--- src/rtl/display_pkg.sv ---
// Shared constants for the 7-segment scan multiplexer: state encoding,
// segment bit positions and the all-dark segment pattern.
package display_pkg;

  localparam logic [1:0] S_LOAD  = 2'd0;
  localparam logic [1:0] S_SHOW  = 2'd1;
  localparam logic [1:0] S_BLANK = 2'd2;

  localparam int DISP_N_DEFAULT = 3;

  localparam int SEG_A = 0;
  localparam int SEG_B = 1;
  localparam int SEG_C = 2;
  localparam int SEG_D = 3;
  localparam int SEG_E = 4;
  localparam int SEG_F = 5;
  localparam int SEG_G = 6;

  localparam logic [6:0] SEG_OFF = 7'h7F;

  // Counter/index width that never collapses to zero bits.
  function automatic int clog2_min1(input int v);
    return (v > 1) ? $clog2(v) : 1;
  endfunction

endpackage

--- src/rtl/scan_prescaler.sv ---
// Modulo-DIV cycle counter: counts 0..DIV-1 while enabled, wraps on terminal
// count, and is forced to zero by a synchronous clear.
module scan_prescaler
  import display_pkg::*;
#(
  parameter int DIV = 50000
) (
  input  logic clk_i,
  input  logic clr_i,
  input  logic en_i,
  output logic tc_o
);

  localparam int W = clog2_min1(DIV);

  logic [W-1:0] cnt_q, cnt_d;

  assign tc_o = (cnt_q == W'(DIV - 1));

  always_comb begin
    cnt_d = cnt_q;
    if (clr_i)     cnt_d = '0;
    else if (en_i) cnt_d = tc_o ? '0 : cnt_q + W'(1);
  end

  always_ff @(posedge clk_i) cnt_q <= cnt_d;

endmodule

--- src/rtl/display_scan.sv ---
// Time-multiplexed common-anode 7-segment driver; oFrame marks the LOAD cycle.
// Optional inter-digit blanking is enabled by defining SCAN_BLANK_EN.
module display_scan
  import display_pkg::*;
#(
  parameter int N_DISP   = DISP_N_DEFAULT,
  parameter int SCAN_DIV = 50000
`ifdef SCAN_BLANK_EN
  , parameter int BLANK_CYCLES = 16
`endif
) (
  input  logic                              pulso,
  input  logic                              rst,
  input  logic [N_DISP-1:0]                 iSegA,
  input  logic [N_DISP-1:0]                 iSegB,
  input  logic [N_DISP-1:0]                 iSegC,
  input  logic [N_DISP-1:0]                 iSegD,
  input  logic [N_DISP-1:0]                 iSegE,
  input  logic [N_DISP-1:0]                 iSegF,
  input  logic [N_DISP-1:0]                 iSegG,
  output logic [N_DISP-1:0]                 oAn,
  output logic [6:0]                        oSeg,
  output logic [clog2_min1(N_DISP)-1:0]     oDigit,
  output logic                              oFrame
);

  localparam int IW = clog2_min1(N_DISP);
  localparam logic [IW-1:0] LAST = IW'(N_DISP - 1);

  logic [1:0]                 state_q, state_d;
  logic [IW-1:0]              idx_q, idx_d;
  logic [6:0][N_DISP-1:0]     shadow_q, shadow_d;
  logic                       div_tc;
  logic                       blank_tc;

  scan_prescaler #(.DIV(SCAN_DIV)) u_div (
    .clk_i (pulso),
    .clr_i (rst || (state_q == S_LOAD)),
    .en_i  (state_q == S_SHOW),
    .tc_o  (div_tc)
  );

`ifdef SCAN_BLANK_EN
  scan_prescaler #(.DIV(BLANK_CYCLES)) u_blank (
    .clk_i (pulso),
    .clr_i (rst),
    .en_i  (state_q == S_BLANK),
    .tc_o  (blank_tc)
  );
`else
  assign blank_tc = 1'b0;
`endif

  // Inputs are only sampled in LOAD so a frame never mixes two input sets.
  always_comb begin
    shadow_d = shadow_q;
    if (state_q == S_LOAD) begin
      shadow_d[SEG_A] = iSegA;
      shadow_d[SEG_B] = iSegB;
      shadow_d[SEG_C] = iSegC;
      shadow_d[SEG_D] = iSegD;
      shadow_d[SEG_E] = iSegE;
      shadow_d[SEG_F] = iSegF;
      shadow_d[SEG_G] = iSegG;
    end
  end

  always_ff @(posedge pulso) begin
    if (rst) begin
      state_q  <= S_LOAD;
      idx_q    <= '0;
      shadow_q <= '0;
    end else begin
      state_q  <= state_d;
      idx_q    <= idx_d;
      shadow_q <= shadow_d;
    end
  end

  always_comb begin
    state_d = state_q;
    idx_d   = idx_q;
    case (state_q)
      S_LOAD: begin
        state_d = S_SHOW;
        idx_d   = '0;
      end
      S_SHOW: begin
        if (div_tc) begin
          if (idx_q == LAST) begin
            state_d = S_LOAD;
            idx_d   = '0;
          end else begin
            idx_d = idx_q + IW'(1);
`ifdef SCAN_BLANK_EN
            state_d = S_BLANK;
`endif
          end
        end
      end
      S_BLANK: begin
        if (blank_tc) state_d = S_SHOW;
      end
      default: begin
        state_d = S_LOAD;
        idx_d   = '0;
      end
    endcase
  end

  always_comb begin
    oAn    = '1;
    oSeg   = SEG_OFF;
    oDigit = idx_q;
    oFrame = (state_q == S_LOAD);
    if (state_q == S_SHOW) begin
      oAn = ~(N_DISP'(1) << idx_q);
      for (int s = 0; s < 7; s++) oSeg[s] = ~shadow_q[s][idx_q];
    end
  end

endmodule
--- config.mk ---
export PLATFORM = sky130hd
export DESIGN_NAME = display_scan
export DESIGN_NICKNAME = d
export VERILOG_FILES = /design/src/rtl/display_pkg.sv /design/src/rtl/scan_prescaler.sv /design/src/rtl/display_scan.sv
export SDC_FILE = /design/constraint.sdc
export NUM_CORES = 1
export LEC_CHECK = 0
export CELL_PAD_IN_SITES_DETAIL_PLACEMENT = 1
export CELL_PAD_IN_SITES_GLOBAL_PLACEMENT = 2
export CORE_ASPECT_RATIO = 1.75
export CORE_UTILIZATION = 30
export DETAILED_ROUTE_END_ITERATION = 10
export PLACE_DENSITY_LB_ADDON = 0.1
export RECOVER_POWER = 100
export SETUP_SLACK_MARGIN = 0.05
export SLEW_MARGIN = 20
export SYNTH_ARGS = -nofsm -noshare
export SYNTH_HDL_FRONTEND = slang
export SYNTH_SLANG_ARGS = --single-unit
--- constraint.sdc ---
create_clock -name pulso -period 2.1 [get_ports pulso]
set_input_delay 0.42 -clock pulso [delete_from_list [all_inputs] [get_ports pulso]]
set_output_delay 0.42 -clock pulso [all_outputs]
set_load 0.01 [all_outputs]
After elaboration in Yosys (flattened, before gate mapping)
Cells that the tools add are included.
{ "classes": {"add_sub_neg": 2, "n_mul": 0, "div_mod_pow": 0, "magnitude_cmp": 1, "n_eq_ne": 6, "shifts": 1, "mux": 23, "bitwise": 9, "n_reduce_logical": 4} }
{ "ops": {"columns": ["cell", "count"], "rows": [
  ["$add 16x1->16 const B", 1],
  ["$eq 16x16->1 const B", 1],
  ["$mux 16", 1],
  ["$bmux 1 s2", 7],
  ["$mux 2", 4],
  ["$not 1->1", 8],
  ["$mux 1", 7],
  ["$mux 7", 1],
  ["$pmux 2 s3", 1],
  ["$eq 2x2->1 const B", 2],
  ["$ne 2x2->1 const B", 2],
  ["$pmux 2 s2", 1],
  ["$lt 2x3->1 const B", 1],
  ["$mux 3", 1],
  ["$not 3->3", 1],
  ["$reduce_and 3->1", 1],
  ["$shl 1x2->3 const A", 1],
  ["$add 2x1->2 const B", 1],
  ["$eq 2x1->1 const B", 1],
  ["$logic_not 2->1", 1],
  ["$reduce_and 2->1", 1],
  ["$logic_or 1x1->1", 1]
]} }
{ "word_totals": {"ff_bits": 41, "latchBits": 0, "ram_bits": 0, "romBits": 0, "in_bits": 23, "out_inout_bits": 13, "word_cells": 56, "mem_count": 0} }

Logic depth before layout (Yosys ltp)
{ "logic_depth": {"ltp_word": 4, "depth_mapped": 7, "depth_no_buf": 5} }

Cells and area by module
A second synthesis with hierarchy kept.
{ "unflattened": {"cells_unflattened": 206, "hier_area_um2": 1923.1} }
{ "by_module_without_submodules": {"columns": ["module", "instances", "cells_each", "area_each_um2", "seq_area_each_um2"], "rows": [
  ["display_scan", 1, 117, 1101.1, 480.5],
  ["scan_prescaler", 1, 89, 822.0, 320.3]
]} }

Least setup slack after synthesis
Ideal clock, no wire load.
{ "synth_timing": {"kind": "register -> register", "start": "register u_div.cnt_q[7]", "end": "register u_div.cnt_q[14]", "setup_time_ps": 115, "t_arrival_ps": 1784, "required_time_ps": 1985, "slack_ps": 202, "path_stages_with_launch": 7, "n_path_buf": 2, "period_less_slack_ps": 1898, "path_cell_list": "dfxtp_1 > or4b_1 > or4_4 > nand2b_1 > buf_2 > buf_4 > nor2_1"} }
{ "synth_via": {"elab_chain_len": 2, "elab_cells_between_ends": 3, "cone_classes": "1 x add/sub; 1 x eq/ne; 1 x mux"} }
{ "synth_lines": {"columns": ["item", "line", "source"], "rows": [
  ["start, declared", "scan_prescaler.sv:16", "logic [W-1:0] cnt_q, cnt_d;"],
  ["start signal, assigned", "scan_prescaler.sv:26", "always_ff @(posedge clk_i) cnt_q <= cnt_d;"],
  ["$add 16x1->16 / $eq 16x16->1 (equally long branches)", "scan_prescaler.sv:23, scan_prescaler.sv:18", null],
  ["$mux 16 (*)", "scan_prescaler.sv:23", "else if (en_i) cnt_d = tc_o ? '0 : cnt_q + W'(1);"]
]} }
Every way passes the cells marked *; elsewhere a longest branch is shown, timed or not.
A chain may end at the register's enable or synchronous reset.

Final worst setup path
{ "layout_timing": {"start": "register u_div.cnt_q[7]", "end": "register idx_q[0], in the netlist oDigit[0]"} }
{ "layout_via": {"elab_chain_len": 3} }
{ "layout_lines": {"columns": ["item", "line", "source"], "rows": [
  ["$eq 16x16->1", "scan_prescaler.sv:18", "assign tc_o = (cnt_q == W'(DIV - 1));"],
  ["$ne 2x2->1 (no source line)", null, null],
  ["$reduce_and 2->1 (no source line)", null, null],
  ["end signal, assigned", "display_scan.sv:75", "idx_q <= idx_d;"],
  ["end, declared", "display_scan.sv:31", "logic [IW-1:0] idx_q, idx_d;"]
]} }
No other way between the ends.

==> qor.yml <==
run:
  cap_violations: 0
sta:
  rsz0062_at_grt: "no"
  period_minus_slack_ns: 1.99
  post-route-period-util_pct: 94.7
  tns_ns: 0
  worstMarginPinSlew_ns: 1.04
  slew_violations: 0
  slew_headroom_pct: 30.5
  fin_skew_ns: 0.00736
  fmax_mhz: 503
  setup_violations: 0
  hold_viol: 0
layout:
  synthToLayoutAreaGrowth_pct: 35.5
  most-common-layout-cells: "nor2_1 (39), dfxtp_1 (38), mux2i_1 (29)"
  diodes: 0
  nNetsFinal: 263
  fin_util_pct: 42.8
  nFillCells: 660
  final_layout_size_suffix_gt1_share_pct: 10.5
  layout_commonest_cell: "nor2_1"
  stdcell_count: 315
  final_area_um2: 2410
route:
  wire_per_inst_um: 14.5
  drc: 0
  via_per_inst: 4.77
  first_pass_iters: 4
  ant_nets: 0
  drt_iter0_markers: 48
  num_vias: 1501
  routed_wirelength_mm: 4.58
die:
  initial_core_util_pct: 31.6
  die_y_um: 104
  die_area_um2: 6250
  rows: 36
  pin_count: 36
  die_w_um: 60.2
  coreArea_um2: 5630
worst_hold_path:
  hold_class: "reg -> reg"
placement:
  placed_area_um2: 2270
  place_inst: 305
  gp_congestion: 0.812
  hpwlAfterDp_mm: 3.34
  port_buffers: 35
clocking:
  clk_pin_slew_ns: 0.08
  cts.sinks: 40
  htree_num_levels: 2
  numCtsBuffers: 5
  clkLatencyLatePin_ns: 0.29
  cts_tree: "done"
  cts_root_buf: "clkbuf_8"
  clk_path_buf_depth: 2
pwr:
  power_density_nw_per_um2: 620
  ir_drop_v: 0.000491
  leakage_nw: 0.912
setup_path:
  worstPathRequired_ns: 2.32
  path_class: "reg -> reg"
  end_kind: "register"
  arrival_ns: 2.21
  crit_fanout: 6
  crit_path_start_kind: "register"
logic_synthesis:
  yosysSeqAreaShare_pct: 45.1
  syn-num-nets: 221
  netlist_area_um2: 1780
  netlist_instances: 197
  syn_area_per_cell_um2: 9.02
  ys_types: 31
  ys_seq_elements: 40
  yosys_warnings: 0
run_status:
  status: "finished, final reports clean"
global_routing:
  grt_max_degree: 32
  grt_pass1_wl_mm: 7.14
  grt_pass1_vias: 1606
  track_usage_pct: 15.2
  antenna_found_initial: 0
  grt_overflow: 0
cells in the mapped netlist:
library cell,instances,share of area (%)
dfxtp_1,40,45
nor2_1,39,8.2
mux2i_1,29,16
nand2_1,15,3.2
clkbuf_1,11,2.3
o21ai_0,8,2.3
xnor2_1,7,3.5
nand3b_1,6,2.5
nand4_1,5,1.8
xor2_1,5,2.5
nand3_1,4,1.1
or3_1,3,1.1
a21oi_1,2,0.56
and3_1,2,0.70
inv_1,2,0.42
nand2b_1,2,0.70
nor3_1,2,0.56
nor4_1,2,0.70
a21oi_2,1,0.49
and3_2,1,0.42
and4_2,1,0.56
buf_2,1,0.28
buf_4,1,0.42
ha_1,1,0.70
nand4b_1,1,0.49
nor2b_1,1,0.35
o31ai_1,1,0.42
or4_1,1,0.42
or4_4,1,0.63
or4b_1,1,0.56
or4b_4,1,0.77
report_power, final:
part	switching [mW]	total, mW	internal (mW)
Clock	0.253	0.546	0.293
Combinational	0.0602	0.147	0.0871
Sequential	0.0154	0.799	0.784
Total	0.329	1.49	1.16
kinds of logic (layout without fill, tap and decap cells):
group / count (synthesis) / after routing / share of synthesized area (%)
flip-flops: 40 / 40 / 45.1
AND/OR/NAND/NOR: 88 / 88 / 24.8
adder cells (fa/ha/maj): 1 / 1 / 0.704
XOR/XNOR: 12 / 12 / 5.92
AO/OA/AOI/OAI: 12 / 12 / 3.73
buffers and inverters: 15 / 57 / 3.45
multiplexers: 29 / 29 / 16.3
repair_timing:
item	in CTS	in global routing
hold buffers	0	0
endpoints found under the setup margin	9	4
resized for setup	11	5
gates cloned	0	1
buffers inserted	1	1
area by class of cell:
type                    count  area (um^2)  area share (%)
repair buffers             48          488            20.3
multi-input cells         142          915            38.0
inverters                   2         7.51           0.312
flip-flops and latches     40          806            33.5
well taps                  76         95.1            3.95
clock buffers               7         96.3            4.00
sequential cells by signal, summed over array words and instances (netlist names):
name and count:
oDigit 2, shadow_q 21, state_q 1, u_div.cnt_q 16
stage by stage:
step	setup slack, ns	power (mW)	hold slack, ns
global route	0.0495	1.57	0.469
floorplan	0.202	0.886	0.412
CTS	0.0510	1.52	0.448
detailed placement	0.110	0.968	0.436
global placement	0.157	0.961	0.424
finish	0.112	1.49	0.446
routing by layer:
layer  GRT usage [%]  share of wire [%]
met4            4.98                1.2
met3            3.12                3.7
met1            14.1                 37
met2            29.9                 58
met5               0                  0
critical path: stages (launching register included):
cell and delay (ns):
dfxtp_1 0.36, or4b_1 0.52, or4_4 0.56, or3_1 0.35
a21oi_2 0.14
final timing paths:
| kind | start | slack, ns | cells past startpoint | to |
|---|---|---|---|---|
| hold / removal | u_div.cnt_q[0] | 0.45 | 1 | u_div.cnt_q[0] |
| hold reg to reg | u_div.cnt_q[0] | 0.45 | 1 | u_div.cnt_q[0] |
| setup reg to reg | u_div.cnt_q[7] | 0.11 | 4 | oDigit[0] |
| setup / recovery | u_div.cnt_q[7] | 0.11 | 4 | oDigit[0] |
No activity file was read; power rests on OpenSTA's default activity.
